===== config.mk =====
export PLATFORM = sky130hd
export DESIGN_NAME = reg_access_ctrl_flat
export DESIGN_NICKNAME = d
export VERILOG_FILES = /design/src/rtl/reg_access_ctrl_pkg.sv /design/src/rtl/reg_access_ctrl_if.sv /design/src/rtl/reg_access_ctrl.sv /design/src/flat_wrapper.sv
export SDC_FILE = /design/constraint.sdc
export NUM_CORES = 1
export LEC_CHECK = 0
export ABC_AREA = 1
export CAP_MARGIN = 20
export CORE_MARGIN = 2
export CORE_UTILIZATION = 42
export CTS_BUF_LIST = sky130_fd_sc_hd__clkbuf_4 sky130_fd_sc_hd__clkbuf_8 sky130_fd_sc_hd__clkbuf_16
export CTS_CLUSTER_DIAMETER = 150
export DETAILED_ROUTE_END_ITERATION = 7
export GPL_TIMING_DRIVEN = 0
export PLACE_DENSITY = 0.73
export SYNTH_ARGS = -nofsm -noshare
export SYNTH_HDL_FRONTEND = slang
export SYNTH_SLANG_ARGS = --single-unit

===== constraint.sdc =====
create_clock -name clk -period 1.53 [get_ports clk]
set_clock_uncertainty 0.1 [all_clocks]
set_input_delay 0.306 -clock clk [delete_from_list [all_inputs] [get_ports clk]]
set_output_delay 0.306 -clock clk [all_outputs]
set_load 0.01 [all_outputs]

===== src/rtl/reg_access_ctrl_pkg.sv =====
// Shared definitions for the register access sequencer: FSM states, default
// geometry, parked bus address and register offsets.
package reg_access_ctrl_pkg;

  typedef enum logic [2:0] {
    ST_IDLE   = 3'd0,
    ST_SETUP  = 3'd1,
    ST_STROBE = 3'd2,
    ST_WAIT   = 3'd3,
    ST_RESP   = 3'd4
  } state_t;

  localparam int unsigned ADDR_W_DEF   = 4;
  localparam int unsigned DATA_W_DEF   = 8;
  localparam int unsigned NUM_REGS_DEF = 4;
  localparam int unsigned RD_LAT_DEF   = 1;
  localparam int unsigned LAT_W        = 3;

  localparam logic [ADDR_W_DEF-1:0] IDLE_ADDR_DEF = 4'hF;

  localparam logic [ADDR_W_DEF-1:0] REG0 = 4'd0;
  localparam logic [ADDR_W_DEF-1:0] REG1 = 4'd1;
  localparam logic [ADDR_W_DEF-1:0] REG2 = 4'd2;
  localparam logic [ADDR_W_DEF-1:0] REG3 = 4'd3;

endpackage


===== src/rtl/reg_access_ctrl_if.sv =====
// Command/response handshake bundle between a bus master and the register sequencer.
interface reg_access_ctrl_if
  import reg_access_ctrl_pkg::*;
#(
  parameter int unsigned ADDR_W = ADDR_W_DEF,
  parameter int unsigned DATA_W = DATA_W_DEF
) ();

  logic              cmd_valid;
  logic              cmd_ready;
  logic              cmd_write;
  logic [ADDR_W-1:0] cmd_addr;
  logic [DATA_W-1:0] cmd_wdata;

  logic              rsp_valid;
  logic              rsp_ready;
  logic [DATA_W-1:0] rsp_rdata;
  logic              rsp_err;

  modport master (
    output cmd_valid, cmd_write, cmd_addr, cmd_wdata, rsp_ready,
    input  cmd_ready, rsp_valid, rsp_rdata, rsp_err
  );

  modport slave (
    input  cmd_valid, cmd_write, cmd_addr, cmd_wdata, rsp_ready,
    output cmd_ready, rsp_valid, rsp_rdata, rsp_err
  );

endinterface


===== src/rtl/reg_access_ctrl.sv =====
// Register master: one command per handshake, fixed setup/strobe timing toward the
// register block, programmable read capture latency, one response per command.
module reg_access_ctrl
  import reg_access_ctrl_pkg::*;
#(
  parameter int unsigned       ADDR_W    = ADDR_W_DEF,
  parameter int unsigned       DATA_W    = DATA_W_DEF,
  parameter int unsigned       NUM_REGS  = NUM_REGS_DEF,
  parameter logic [ADDR_W-1:0] IDLE_ADDR = ADDR_W'(IDLE_ADDR_DEF),
  parameter int unsigned       RD_LAT    = RD_LAT_DEF
) (
  input  logic              clk,
  input  logic              resetb,
  reg_access_ctrl_if.slave  bus,
  output logic [ADDR_W-1:0] address,
  output logic              write_en,
  output logic              read_en,
  output logic [DATA_W-1:0] data_in,
  input  logic [DATA_W-1:0] read_data
);

  state_t            state;
  logic              lat_write;
  logic [DATA_W-1:0] lat_wdata;
  logic [LAT_W-1:0]  lat_cnt;
  logic              cmd_legal_c;

  assign cmd_legal_c = (32'(bus.cmd_addr) < NUM_REGS);

  // Address is held from accept until the response; strobes default low every cycle.
  always_ff @(posedge clk or negedge resetb) begin
    if (!resetb) begin
      state         <= ST_IDLE;
      address       <= IDLE_ADDR;
      write_en      <= 1'b0;
      read_en       <= 1'b0;
      data_in       <= '0;
      bus.cmd_ready <= 1'b0;
      bus.rsp_valid <= 1'b0;
      bus.rsp_rdata <= '0;
      bus.rsp_err   <= 1'b0;
      lat_write     <= 1'b0;
      lat_wdata     <= '0;
      lat_cnt       <= '0;
    end else begin
      write_en <= 1'b0;
      read_en  <= 1'b0;
      data_in  <= '0;
      case (state)
        ST_IDLE: begin
          bus.cmd_ready <= 1'b1;
          if (bus.cmd_valid && bus.cmd_ready) begin
            bus.cmd_ready <= 1'b0;
            lat_write     <= bus.cmd_write;
            lat_wdata     <= bus.cmd_wdata;
            if (cmd_legal_c) begin
              state   <= ST_SETUP;
              address <= bus.cmd_addr;
            end else begin
              // Illegal address: answer at once, the register bus never moves.
              state         <= ST_RESP;
              bus.rsp_valid <= 1'b1;
              bus.rsp_err   <= 1'b1;
              bus.rsp_rdata <= '0;
            end
          end
        end
        ST_SETUP: begin
          state    <= ST_STROBE;
          write_en <= lat_write;
          read_en  <= !lat_write;
          data_in  <= lat_write ? lat_wdata : '0;
        end
        ST_STROBE: begin
          if (lat_write) begin
            state         <= ST_RESP;
            address       <= IDLE_ADDR;
            bus.rsp_valid <= 1'b1;
            bus.rsp_err   <= 1'b0;
            bus.rsp_rdata <= '0;
          end else begin
            state   <= ST_WAIT;
            lat_cnt <= LAT_W'(RD_LAT - 1);
          end
        end
        ST_WAIT: begin
          if (lat_cnt == '0) begin
            state         <= ST_RESP;
            address       <= IDLE_ADDR;
            bus.rsp_valid <= 1'b1;
            bus.rsp_err   <= 1'b0;
            bus.rsp_rdata <= read_data;
          end else begin
            lat_cnt <= lat_cnt - LAT_W'(1);
          end
        end
        ST_RESP: begin
          if (bus.rsp_ready) begin
            state         <= ST_IDLE;
            bus.rsp_valid <= 1'b0;
            bus.rsp_err   <= 1'b0;
            bus.rsp_rdata <= '0;
            bus.cmd_ready <= 1'b1;
          end
        end
        default: begin
          state   <= ST_IDLE;
          address <= IDLE_ADDR;
        end
      endcase
    end
  end

endmodule


===== src/flat_wrapper.sv =====
// flat-port wrapper written by rule: the top's interface ports become plain ports
module reg_access_ctrl_flat import reg_access_ctrl_pkg::*;
#(
  parameter int unsigned       ADDR_W    = ADDR_W_DEF,
  parameter int unsigned       DATA_W    = DATA_W_DEF,
  parameter int unsigned       NUM_REGS  = NUM_REGS_DEF,
  parameter logic [ADDR_W-1:0] IDLE_ADDR = ADDR_W'(IDLE_ADDR_DEF),
  parameter int unsigned       RD_LAT    = RD_LAT_DEF
)
  (clk, resetb, address, write_en, read_en, data_in, read_data, bus_cmd_valid, bus_cmd_write, bus_cmd_addr, bus_cmd_wdata, bus_rsp_ready, bus_cmd_ready, bus_rsp_valid, bus_rsp_rdata, bus_rsp_err);
  reg_access_ctrl_if #(.ADDR_W(ADDR_W), .DATA_W(DATA_W)) bus_i ();
  input  logic clk;
  input  logic resetb;
  output logic [ADDR_W-1:0] address;
  output logic write_en;
  output logic read_en;
  output logic [DATA_W-1:0] data_in;
  input  logic [DATA_W-1:0] read_data;
  input wire logic [$bits(bus_i.cmd_valid)-1:0] bus_cmd_valid;
  input wire logic [$bits(bus_i.cmd_write)-1:0] bus_cmd_write;
  input wire logic [$bits(bus_i.cmd_addr)-1:0] bus_cmd_addr;
  input wire logic [$bits(bus_i.cmd_wdata)-1:0] bus_cmd_wdata;
  input wire logic [$bits(bus_i.rsp_ready)-1:0] bus_rsp_ready;
  output wire logic [$bits(bus_i.cmd_ready)-1:0] bus_cmd_ready;
  output wire logic [$bits(bus_i.rsp_valid)-1:0] bus_rsp_valid;
  output wire logic [$bits(bus_i.rsp_rdata)-1:0] bus_rsp_rdata;
  output wire logic [$bits(bus_i.rsp_err)-1:0] bus_rsp_err;
  assign bus_i.cmd_valid = bus_cmd_valid;
  assign bus_i.cmd_write = bus_cmd_write;
  assign bus_i.cmd_addr = bus_cmd_addr;
  assign bus_i.cmd_wdata = bus_cmd_wdata;
  assign bus_i.rsp_ready = bus_rsp_ready;
  assign bus_cmd_ready = bus_i.cmd_ready;
  assign bus_rsp_valid = bus_i.rsp_valid;
  assign bus_rsp_rdata = bus_i.rsp_rdata;
  assign bus_rsp_err = bus_i.rsp_err;
  reg_access_ctrl #(.ADDR_W(ADDR_W), .DATA_W(DATA_W), .NUM_REGS(NUM_REGS), .IDLE_ADDR(IDLE_ADDR), .RD_LAT(RD_LAT)) u_core (.clk(clk), .resetb(resetb), .bus(bus_i), .address(address), .write_en(write_en), .read_en(read_en), .data_in(data_in), .read_data(read_data));
endmodule

**Word level (Yosys, flattened, before mapping)**

Index checks and enable logic that the tools add are counted.
W data, S select, Z words.

- Latch bits: 0
- Bits in writable memories: 0
- Input port bits: 25
- Register bits: 40
- ROM bits: 0
- Logic and storage cells: 77
- Output and inout bits: 25
- Memories kept: 0

- Divide/modulo/power cells: 0
- Add/subtract/negate cells: 1
- Reduce and logical (&&, ||, !) cells: 14
- Shift operators: 0
- Multiply operators: 0
- Eq/ne operators: 12
- $lt $le $gt $ge: 1
- Multiplexer cells: 36
- Bitwise gates (word level): 1

Operator list:

| operator | count |
|---|---|
| $mux W8 | 7 |
| $pmux W8 S4 | 1 |
| $mux W3 | 7 |
| $mux W4 | 4 |
| $pmux W4 S4 | 1 |
| $pmux W3 S5 | 1 |
| $mux W1 | 11 |
| $ne A2 B1 Y1 const B | 4 |
| $ne A2 B2 Y1 const B | 4 |
| $pmux W1 S4 | 2 |
| $eq A3 B2 Y1 const B | 2 |
| $logic_not A3 Y1 | 2 |
| $pmux W3 S2 | 1 |
| $reduce_and A3 Y1 | 2 |
| $reduce_and A6 Y1 | 1 |
| $reduce_and A5 Y1 | 1 |
| $lt A4 B3 Y1 const B | 1 |
| $reduce_and A2 Y1 | 2 |
| $reduce_bool A2 Y1 | 2 |
| $reduce_bool A4 Y1 | 1 |
| $eq A3 B1 Y1 const B | 1 |
| $eq A3 B3 Y1 const B | 1 |
| $sub A3 B1 Y3 const B | 1 |
| $pmux W1 S2 | 1 |
| other kinds (4) | 4 |

**Depth between registers and ports, before layout**

- Word-level depth: 4
- Depth in mapped cells: 10
- Gate-level depth less buffers: 10

**Worst setup path before layout**

No wires, ideal clock.

- Path kind: reg-to-reg
- Start: reg u_core.lat_cnt[0]
- End: reg u_core.bus.rsp_err
- Clock period less this slack: 1.489 ns
- Required time: 1.313 ns
- Slack: 0.041 ns
- Stages on the path, launching flop included: 11
- Arrival time: 1.273 ns
- Buffers on the path: 0
- Setup time: 0.117 ns
- Path through: dfrtp_1 -> inv_1 -> ha_1 -> ha_1 -> inv_1 -> nand2_2 -> nand2_1 -> nor2_1 -> nand2_2 -> nand2_1 -> nand2_1

- Longest elaborated chain between the ends: 3

RTL lines:

| element | line | RTL |
|---|---|---|
| from (decl) | reg_access_ctrl.sv:25 | `logic [LAT_W-1:0] lat_cnt;` |
| from (signal assigned) | reg_access_ctrl.sv:83 | `lat_cnt <= LAT_W'(RD_LAT - 1);` |
| from (signal assigned) | reg_access_ctrl.sv:94 | `lat_cnt <= lat_cnt - LAT_W'(1);` |
| $logic_not A3 Y1 | reg_access_ctrl.sv:87 | `if (lat_cnt == '0) begin` |
| $ne A2 B1 Y1 (no line) | - |  |
| $reduce_and A6 Y1 (no line) | - |  |
| to (signal assigned) | reg_access_ctrl.sv:79 | `bus.rsp_err <= 1'b0;` |
| to (signal assigned) | reg_access_ctrl.sv:91 | `bus.rsp_err <= 1'b0;` |
| to (signal assigned) | reg_access_ctrl.sv:101 | `bus.rsp_err <= 1'b0;` |
| to (decl) | reg_access_ctrl_if.sv:27 | `output cmd_ready, rsp_valid, rsp_rdata, rsp_err` |

Every way passes these cells.
A chain may end at the register's enable or synchronous reset.

**Final worst setup path**

- Start: reg u_core.lat_cnt[0]
- End: reg u_core.bus.rsp_rdata[3]

- Longest elaborated chain between the ends: 3

RTL lines:

| element | line | RTL |
|---|---|---|
| $logic_not A3 Y1 | reg_access_ctrl.sv:87 |  |
| $ne A2 B1 Y1 (no line) | - |  |
| $reduce_and A6 Y1 (no line) | - |  |
| to (signal assigned) | reg_access_ctrl.sv:92 | `bus.rsp_rdata <= read_data;` |
| to (decl) | reg_access_ctrl_if.sv:27 |  |

Every way passes these cells.

==> results.md <==
* Synth Cell Area at 0.00177 mm^2
* Syn Nets at 234
* Final Critical Period at 1.53 ns
* Status: finished clean
* Clock power share at 17.4%
* Die area at 0.00474 mm^2
* Synth area leader: dfrtp_1
* Area delta synth->final at 42.7%
* Mean Syn Cell Area at 8.54 um^2
* Leak at 1.43 nW
* Initial core utilization at 43.9%
* Cells along the critical path: inv_1, ha_2, ha_4, inv_2, nand2_4, nand2_4, nor2_4, nand2_4, nand2_2, nand2_2
* Sequential share of power at 37.9%
* Total gr overflow at 0
* P per Cell Area at 1590 mW/mm^2
* Sw Share at 41.8%
* Relative slew slack at 40.6%
* Clock-pin slew on the worst setup and hold paths at 0.08 ns
* Max stage delay on crit path at 0.38 ns
* Initial antenna violation count at 0
* Iter 0 DRT Violations at 81
* HPWL after DPL at 2540 um
* Maximum vdd drop at 0.827 mV
* Worst setup margin at 0.00352 ns
* H-tree depth at 2
* Pint at 2.33 mW
* Port bufs at 49
* Number of global-route vias before repair at 1,331
* CP Launch Type: flop
* GRT Total Usage at 17.9%
* Final Net Count at 298
* Top-Level Pins at 50
* CTS Buf Count at 5
* Post-Syn Instances at 207
* WP buf/inv at 2
* Seq/Total Area, Yosys at 56.9%
* Logic pwr share at 44.8%
* Routed WL at 3940 um
* Arrival @ worst endpoint at 1.61 ns
* Synth area leaders: dfrtp_1, nand2_1, nand3_1
* Num rows at 23
* Critical Path Fanout Max at 5
* DIE WIDTH at 68.9 um
* HP Class: in2async
* RSZ-0062 raised after global routing: true
* Cells after DPL at 306
* Chip height at 68.9 um
* Period utilization at 99.8%
* Share of layout cells above drive strength 1 at 21.3%
* Top cell type's share of synthesized area at 51.0%
* Clk buf depth at 2
* Core Area at 0.00403 mm^2
* Max-cap violations at 0
* Unique masters post-synth at 21
* Final hold violation count at 0
* Global-route wire length before repair at 6120 um
* DR WL/cell at 12.2 um
* Delay-heaviest family, CP: simple AND/OR/NAND/NOR gates
* Largest net degree at the start of global routing at 41
* CTS tree: done
* Yosys warns at 0
* Clk sink count at 40
* Count of final setup violators at 0
* Final Slew Violations at 0
* Finished Layout Cells at 322
* Most frequent CP cell: nand2_4
* Final antenna-violating net count at 0
* Drt pass-1 iters at 4
* Vias at 1,542
* CP Data Required Time at 1.62 ns
* CTS root buffer: clkbuf_8
* Critical path class: reg2reg
* Critical-path top delay cell: dfrtp_1
* Slew @ Worst Pin at 0.891 ns
* Setup TNS at 0 ns
* N_diodes at 0
* Register bit count reported by yosys at 40
* Switch Pwr at 1.67 mW
* R2r worst-path depth at 10
* CP Capture Type: flop
* Crit path depth at 10
* Vias per cell at 4.79
* Peak Freq at 0.655 GHz
* Skew-Pair Late Insertion Delay at 0.29 ns
* Routability cong. at 0.837
* DRC errors left at 0
* Worst slack at placement at -0.226 ns
[layout by cell type, fill, tap and decap left out, drive strengths merged, types with 2 or more instances in the layout]
cell / n
inv: 23
or2: 3
buf: 7
o21ai: 2
o22ai: 2
ha: 2
dfrtp: 36
dlygate4sd2: 25
nand3: 27
nand2: 74
dfstp: 4
clkdlybuf4s50: 23
nor2: 31
clkbuf: 7
clkinv: 3
[registers in the layout, indices dropped and copies added (netlist names)]
signal,cells
u_core.bus.rsp_err,1
u_core.bus.rsp_valid,1
u_core.data_in,8
u_core.bus.rsp_rdata,8
u_core.lat_wdata,8
u_core.state,3
u_core.bus.cmd_ready,1
u_core.write_en,1
u_core.read_en,1
u_core.lat_write,1
u_core.address,4
u_core.lat_cnt,3
[path summary, 6_finish.rpt]
| kind | startpoint | end | slack [ns] |
|---|---|---|---|
| setup reg to reg | u_core.lat_cnt[0] | u_core.bus.rsp_rdata[3] | 0.004 |
| setup / recovery | u_core.lat_cnt[0] | u_core.bus.rsp_rdata[3] | 0.004 |
| hold / removal | resetb | u_core.lat_wdata[1] | 0.03 |
| min in group clk | u_core.address[1] | u_core.address[1] | 0.36 |
| hold reg to reg | u_core.address[1] | u_core.address[1] | 0.36 |
| max in group asynchronous | resetb | u_core.state[2] | 0.69 |
[what timing repair did]
action	4_1_cts	5_1_grt
gates cloned	1	1
pin swaps	3	6
setup buffers	3	3
hold buffers	0	0
resized for setup	31	24
endpoints found under the setup margin	40	26
[layout make-up]
type | count | area, um^2
fillers | 356 | 1510
multi-input cells | 143 | 762
flip-flops and latches | 40 | 1010
clock inverters | 3 | 18.8
inverters | 24 | 96.3
clock buffers | 5 | 68.8
well taps | 50 | 62.6
repair buffers | 55 | 499
plain buffers | 2 | 8.76
[routing by layer]
metal / vias to the layer above / share of wire (%) / GRT usage, %
met5: - / 0 / 0
met4: 0 / 1.3 / 8.82
met3: 5 / 5.2 / 3.90
met2: 41 / 48 / 27.5
met1: 722 / 45 / 23.9
li1: 774 / - / -
[stage by stage]
step	cell area [um^2]	hold WS [ns]	power, mW	utilization (%)
final	2520	0.0280	4.01	62.6
after global placement	2320	0.350	3.12	57.6
after floorplan	1770	-0.0896	2.59	-
after CTS	2420	0.0481	3.86	60.1
after detailed placement	2320	0.352	3.16	57.5
after global routing	2520	0.0870	4.33	62.6
[synthesized netlist by cell type]
| cell type | number |
|---|---|
| o22ai_1 | 2 |
| ha_1 | 2 |
| nand3_2 | 1 |
| inv_1 | 19 |
| nand2_1 | 66 |
| o21ai_0 | 2 |
| nand2_4 | 2 |
| or2_2 | 3 |
| inv_2 | 4 |
| nor2_4 | 1 |
| nand2_2 | 5 |
| dfstp_2 | 4 |
| clkbuf_1 | 2 |
| nor2_2 | 3 |
| clkinv_1 | 1 |
| a21oi_1 | 1 |
| dfrtp_1 | 36 |
| nor2_1 | 25 |
| nand3_1 | 26 |
| nand3b_1 | 1 |
| nor2_8 | 1 |
[power by group through the flow]
stage	clock [mW]	sequential, mW	combinational [mW]
global placement	0	1.52	1.59
floorplan	0	1.57	1.02
finish	0.697	1.52	1.79
global route	0.752	1.55	2.03
CTS	0.720	1.51	1.63
detailed placement	0	1.53	1.62
[kinds of logic after synthesis]
logic type	share of synthesized area [%]
AND/OR/NAND/NOR	34.6
flip-flops	56.9
buffers and inverters	5.52
AO/OA/AOI/OAI	1.56
adder cells (fa/ha/maj)	1.42
No activity file was read; power rests on OpenSTA's default activity.
